<file path="src/rtl/onehot_scan_decoder_pkg.sv">
// Shared types for the one-hot scan decoder.
//   mode_e  : operating mode, sampled from the mode input only when start is high
//   state_e : control FSM states
package onehot_scan_decoder_pkg;

  typedef enum logic [1:0] {
    MODE_DIRECT    = 2'b00,
    MODE_SCAN_UP   = 2'b01,
    MODE_SCAN_DOWN = 2'b10,
    MODE_OFF       = 2'b11
  } mode_e;

  typedef enum logic [1:0] {
    ST_IDLE = 2'b00,
    ST_HOLD = 2'b01,
    ST_SCAN = 2'b10
  } state_e;

endpackage

</file>
<file path="src/rtl/onehot_scan_decoder_if.sv">
// Control/status bundle for onehot_scan_decoder.
//   start, stop, load, mode, sel : commands from the controlling side (master)
//   out, out_idx, valid, wrap    : registered decoder outputs (slave)
interface onehot_scan_decoder_if #(
  parameter int unsigned SEL_W = 3
);
  localparam int unsigned OUT_W = 2 ** SEL_W;

  logic             start;
  logic             stop;
  logic             load;
  logic [1:0]       mode;
  logic [SEL_W-1:0] sel;
  logic [OUT_W-1:0] out;
  logic [SEL_W-1:0] out_idx;
  logic             valid;
  logic             wrap;

  modport master (
    output start, stop, load, mode, sel,
    input  out, out_idx, valid, wrap
  );

  modport slave (
    input  start, stop, load, mode, sel,
    output out, out_idx, valid, wrap
  );
endinterface

</file>
<file path="src/rtl/onehot_scan_decoder_dec.sv">
// Pure combinational binary-to-one-hot decoder.
//   idx    : binary index, SEL_W bits
//   onehot : 2**SEL_W lines, exactly bit idx set
module onehot_dec #(
  parameter int unsigned SEL_W = 3
) (
  input  logic [SEL_W-1:0]      idx,
  output logic [2**SEL_W-1:0]   onehot
);
  always_comb begin
    onehot      = '0;
    onehot[idx] = 1'b1;
  end
endmodule

</file>
<file path="src/rtl/onehot_scan_decoder.sv">
// Registered N-to-2^N one-hot decoder with a direct/scan control FSM.
//   clk   : rising-edge clock
//   rst_n : synchronous active-low reset
//   bus   : command inputs (start/stop/load/mode/sel) and registered
//           outputs (out/out_idx/valid/wrap)
// DIRECT holds one line; SCAN_UP/SCAN_DOWN advance the line every DWELL cycles.
module onehot_scan_decoder
  import onehot_scan_decoder_pkg::*;
#(
  parameter int unsigned SEL_W = 3,
  parameter int unsigned DWELL = 4
) (
  input  logic                  clk,
  input  logic                  rst_n,
  onehot_scan_decoder_if.slave  bus
);
  localparam int unsigned OUT_W = 2 ** SEL_W;
  localparam int unsigned CNT_W = $clog2(DWELL + 1);
  localparam logic [CNT_W-1:0] CNT_LAST = CNT_W'(DWELL - 1);

  state_e           state_q, state_d;
  logic [SEL_W-1:0] idx_q, idx_d;
  logic [CNT_W-1:0] cnt_q, cnt_d;
  logic             down_q, down_d;
  logic             wrap_q, wrap_d;
  logic             valid_q, valid_d;
  logic [OUT_W-1:0] out_q, out_d;
  logic [OUT_W-1:0] dec_onehot;

  // Decode the next index so the one-hot output is registered alongside it.
  onehot_dec #(.SEL_W(SEL_W)) u_dec (
    .idx    (idx_d),
    .onehot (dec_onehot)
  );

  always_comb begin
    state_d = state_q;
    idx_d   = idx_q;
    cnt_d   = cnt_q;
    down_d  = down_q;
    wrap_d  = 1'b0;

    if (bus.stop) begin
      state_d = ST_IDLE;
      idx_d   = '0;
      cnt_d   = '0;
    end else if (bus.start) begin
      cnt_d = '0;
      unique case (mode_e'(bus.mode))
        MODE_DIRECT: begin
          state_d = ST_HOLD;
          idx_d   = bus.sel;
        end
        MODE_SCAN_UP: begin
          state_d = ST_SCAN;
          idx_d   = bus.sel;
          down_d  = 1'b0;
        end
        MODE_SCAN_DOWN: begin
          state_d = ST_SCAN;
          idx_d   = bus.sel;
          down_d  = 1'b1;
        end
        // OFF from HOLD/SCAN switches the outputs off, same as from IDLE.
        default: begin
          state_d = ST_IDLE;
          idx_d   = '0;
        end
      endcase
    end else begin
      unique case (state_q)
        ST_HOLD: begin
          if (bus.load) idx_d = bus.sel;
        end
        ST_SCAN: begin
          if (cnt_q == CNT_LAST) begin
            cnt_d = '0;
            if (down_q) begin
              idx_d  = idx_q - SEL_W'(1);
              wrap_d = (idx_q == '0);
            end else begin
              idx_d  = idx_q + SEL_W'(1);
              wrap_d = (idx_q == '1);
            end
          end else begin
            cnt_d = cnt_q + CNT_W'(1);
          end
        end
        default: ;
      endcase
    end

    valid_d = (state_d != ST_IDLE);
    out_d   = valid_d ? dec_onehot : '0;
  end

  always_ff @(posedge clk) begin
    if (!rst_n) begin
      state_q <= ST_IDLE;
      idx_q   <= '0;
      cnt_q   <= '0;
      down_q  <= 1'b0;
      wrap_q  <= 1'b0;
      valid_q <= 1'b0;
      out_q   <= '0;
    end else begin
      state_q <= state_d;
      idx_q   <= idx_d;
      cnt_q   <= cnt_d;
      down_q  <= down_d;
      wrap_q  <= wrap_d;
      valid_q <= valid_d;
      out_q   <= out_d;
    end
  end

  assign bus.out     = out_q;
  assign bus.out_idx = idx_q;
  assign bus.valid   = valid_q;
  assign bus.wrap    = wrap_q;
endmodule

</file>
<file path="src/flat_wrapper.sv">
// flat-port wrapper written by rule: the top's interface ports become plain ports
module onehot_scan_decoder_flat import onehot_scan_decoder_pkg::*;
#(
  parameter int unsigned SEL_W = 3,
  parameter int unsigned DWELL = 4
)
  (clk, rst_n, bus_start, bus_stop, bus_load, bus_mode, bus_sel, bus_out, bus_out_idx, bus_valid, bus_wrap);
  onehot_scan_decoder_if #(.SEL_W(SEL_W)) bus_i ();
  input  logic clk;
  input  logic rst_n;
  input wire logic [$bits(bus_i.start)-1:0] bus_start;
  input wire logic [$bits(bus_i.stop)-1:0] bus_stop;
  input wire logic [$bits(bus_i.load)-1:0] bus_load;
  input wire logic [$bits(bus_i.mode)-1:0] bus_mode;
  input wire logic [$bits(bus_i.sel)-1:0] bus_sel;
  output wire logic [$bits(bus_i.out)-1:0] bus_out;
  output wire logic [$bits(bus_i.out_idx)-1:0] bus_out_idx;
  output wire logic [$bits(bus_i.valid)-1:0] bus_valid;
  output wire logic [$bits(bus_i.wrap)-1:0] bus_wrap;
  assign bus_i.start = bus_start;
  assign bus_i.stop = bus_stop;
  assign bus_i.load = bus_load;
  assign bus_i.mode = bus_mode;
  assign bus_i.sel = bus_sel;
  assign bus_out = bus_i.out;
  assign bus_out_idx = bus_i.out_idx;
  assign bus_valid = bus_i.valid;
  assign bus_wrap = bus_i.wrap;
  onehot_scan_decoder #(.SEL_W(SEL_W), .DWELL(DWELL)) u_core (.clk(clk), .rst_n(rst_n), .bus(bus_i));
endmodule
</file>
<file path="config.mk">
export PLATFORM = sky130hd
export DESIGN_NAME = onehot_scan_decoder_flat
export DESIGN_NICKNAME = d
export VERILOG_FILES = /design/src/rtl/onehot_scan_decoder_pkg.sv /design/src/rtl/onehot_scan_decoder_if.sv /design/src/rtl/onehot_scan_decoder_dec.sv /design/src/rtl/onehot_scan_decoder.sv /design/src/flat_wrapper.sv
export SDC_FILE = /design/constraint.sdc
export NUM_CORES = 1
export LEC_CHECK = 0
export CORE_MARGIN = 2
export CORE_UTILIZATION = 35
export DETAILED_ROUTE_END_ITERATION = 12
export SETUP_SLACK_MARGIN = 0.5
export SLEW_MARGIN = 5
export SYNTH_ARGS = -nofsm -noshare
export SYNTH_HDL_FRONTEND = slang
export SYNTH_SLANG_ARGS = --single-unit
</file>
<file path="constraint.sdc">
create_clock -name clk -period 3.4 [get_ports clk]
set_input_delay 0.51 -clock clk [delete_from_list [all_inputs] [get_ports clk]]
set_output_delay 0.51 -clock clk [all_outputs]
set_load 0.1 [all_outputs]
</file>
==> out/qor.csv <==
stage,metric,value,unit
run_status,status,"complete, no violations",
die,die_x,58.1,um
power_and_ir_drop,power_density,333,nW/um^2
synthesis,yosysTopAreaCell,dfxtp_1,
sta,clock.fmax,0.399,GHz
place,pre_cts_slack,1.08,ns
sta,period_needed,2.50,ns
grt,antenna_found_initial,0,
synthesis,synthArstFlopShare,0,%
place,io_buffers,22,
worst_setup_path,crit_buf_inv,1,
worst_setup_path,crit_start,u_core.bus.out_idx[0],
cts,numCtsBuffers,3,
die,std_cell_rows,19,
drt,antenna_left,0,
synthesis,ys_ff_latch,19,
synthesis,synthTopCellsByArea,"dfxtp_1 (37%), ha_1 (7.3%), nor2_1 (4.8%), mux2_2 (4.4%), nor2b_1 (3.1%)",
worst_setup_path,r2r_start,u_core.bus.out_idx[1],
finish,finish.instance_area,1280,um^2
hold_path,hold_end,u_core.cnt_q[2],
power_and_ir_drop,irDropWorstVdd,0.000255,V
synthesis,synth_most_common_cell,dfxtp_1,
sta,fin_skew,0.0124,ns
sta,finalSetupViolCount,0,
job,maxCapViolations,0,
synthesis,ys_seq_area_share,37.1,%
power_and_ir_drop,p_total,0.427,mW
synthesis,synthTopCellsByCount,"dfxtp_1 (19), nor2_1 (13), nand2_1 (7)",
grt,grt_first_pass_wirelength,3770,um
cts,clkLatencyLatePin,0.30,ns
sta,slew_viol_final,0,
sta,rsz0062_at_grt,no,
die,die_h,58.1,um
synthesis,synth-edff-count,0,
sta,finalCritPeriodShare,73.7,%
drt,first_pass_iters,4,
die,die_area,3380,um^2
sta,fin_hold_ws,0.471,ns
worst_setup_path,critPathSlowestCell,clkdlybuf4s50_1,
worst_setup_path,worstReg2RegEnd,u_core.bus.out[3],
hold_path,hold_start,u_core.cnt_q[2],
finish,post-route-util,46.5,%
cts,post_cts_buffers,0,
worst_setup_path,worstPathRequired,2.89,ns
worst_setup_path,crit_path_end_kind,output port,
synthesis,synthCells,111,
die,core,2760,um^2
finish,syn_to_final_growth,25.2,%
place,place_inst,160,
place,dpl_cell_area,1250,um^2
drt,vias,847,
finish,antenna_cells,0,
synthesis,synth_area,1020,um^2
drt,drc,0,
sta,slew_headroom,35.3,%
sta,tightest_slew,0.968,ns
finish,nets,151,
cts,htreeDepth,1,
worst_setup_path,crit_fanout,7,
die,initial_core_util,37.2,%
worst_setup_path,arrival,1.99,ns
sta,final.setup.worst_slack,0.895,ns
place,gp_congestion,0.791,
synthesis,yosys.cell_types.count,37,
cts,cts_sinks,19,
die,io_pins,23,
cts,clk_pin_slew_worst_paths,0.12,ns
cts,cts_root_buffer,clkbuf_4,
worst_setup_path,critical_path_class,reg2out,
worst_setup_path,path_cells,clkdlybuf4s50_1,
hold_path,hold_depth,2,
cts,ctsResizeCount,0,
synthesis,synth_nets,128,
sta,fin_tns_setup,0,ns
grt,grt-ovfl-total,0,
drt,wirelength,2230,um
worst_setup_path,crit_family,buffers and inverters,
finish,layout-drive-gt1-share,12.0,%
synthesis,synth_top_area_share,37.1,%
grt,grt_pass1_vias,827,
drt,detail_route.iter0.violations,24,
finish,instances_no_fill,164,
power_and_ir_drop,leakage,0.487,nW
sta,finalHoldViolations,0,
drt,route.detailed.wl_per_inst,13.6,um
worst_setup_path,reg2reg_slack,1.42,ns
cts,cts_hold_buf,0,
drt,viasPerCell,5.16,
synthesis,syn_avg_cell_area,9.23,um^2
worst_setup_path,cp-start-kind,flip-flop,
cts,cts_tree,built,
place,dpl.hpwl,1680,um
grt,grt_usage,14.7,%
hold_path,hold_path_class,reg2reg,
cts,clock_path_buffers,2,
grt,grt_start_max_net_pins,13,
worst_setup_path,critPathMaxStageDelay,1.19,ns
synthesis,synth_ff_type,dfxtp_1,
synthesis,yosysWarnings,0,
worst_setup_path,worst_r2r_path_depth,6,
layout by cell type (no fill, tap or decap), types with 3 or more instances in the layout:
master           synthesis  routed
a21oi_1                  5       5
and2_1                   4       4
clkbuf_4                 0       3
clkdlybuf4s50_1          0      21
dfxtp_1                 19      19
ha_1                     6       6
inv_1                    6       6
mux2_2                   4       4
nand2_1                  7       7
nand2b_1                 3       3
nand3_1                  4       4
nor2_1                  13      13
nor2b_1                  5       5
o211ai_1                 3       3
o21ai_0                  3       3
sequential cells by signal, summed over array words and instances, names as in the netlist:
| register | flops |
|---|---|
| u_core.bus.valid | 1 |
| u_core.cnt_q | 3 |
| u_core.down_q | 1 |
| u_core.bus.out_idx | 3 |
| u_core.bus.wrap | 1 |
| u_core.state_q | 2 |
| u_core.bus.out | 8 |
power by group:
| group | switching, mW | internal, mW | leakage [nW] |
|---|---|---|---|
| clock | 0.0736 | 0.0438 | 0.0177 |
| combinational | 0.0479 | 0.0310 | 0.316 |
| sequential | 0.00428 | 0.227 | 0.154 |
| total | 0.126 | 0.301 | 0.487 |
how the worst max path moves through the flow:
stage	end	slack, ns	cells past startpoint
after floorplan	u_core.bus.out_idx[2]	1.06	6
after global placement	u_core.bus.out[2]	1.11	8
after detailed placement	u_core.bus.out[6]	1.08	8
after CTS	bus_out_idx[0]	0.89	1
after global routing	bus_out_idx[0]	0.83	1
final	bus_out_idx[0]	0.90	1
final cells by class:
| class | instances | area, um^2 |
|---|---|---|
| clock buffers | 3 | 22.5 |
| clock inverters | 1 | 5.00 |
| fillers | 269 | 1480 |
| inverters | 6 | 22.5 |
| multi-input cells | 82 | 596 |
| flip-flops and latches | 19 | 380 |
| well taps | 31 | 38.8 |
| repair buffers | 22 | 218 |
per-layer routing:
metal | track usage (%) | up-vias | wire length, um | part of all wire [%]
li1 | - | 432 | - | -
met1 | 19.2 | 387 | 1010 | 45
met3 | 2.68 | 2 | 127 | 5.7
met5 | 0 | - | 0 | 0
met2 | 24.0 | 26 | 1080 | 48
met4 | 5.65 | 0 | 17 | 0.76
logic make-up after synthesis:
logic type | count (synthesis) | synth area share (%)
DFF | 19 | 37.1
buffers and inverters | 10 | 4.76
xor gates and xnor gates | 1 | 0.855
AOI/OAI and AO/OA | 23 | 16.0
adders and majority gates | 7 | 9.28
and+or+nand+nor | 45 | 25.6
muxes | 6 | 6.35
No activity file was read; power rests on OpenSTA's default activity.
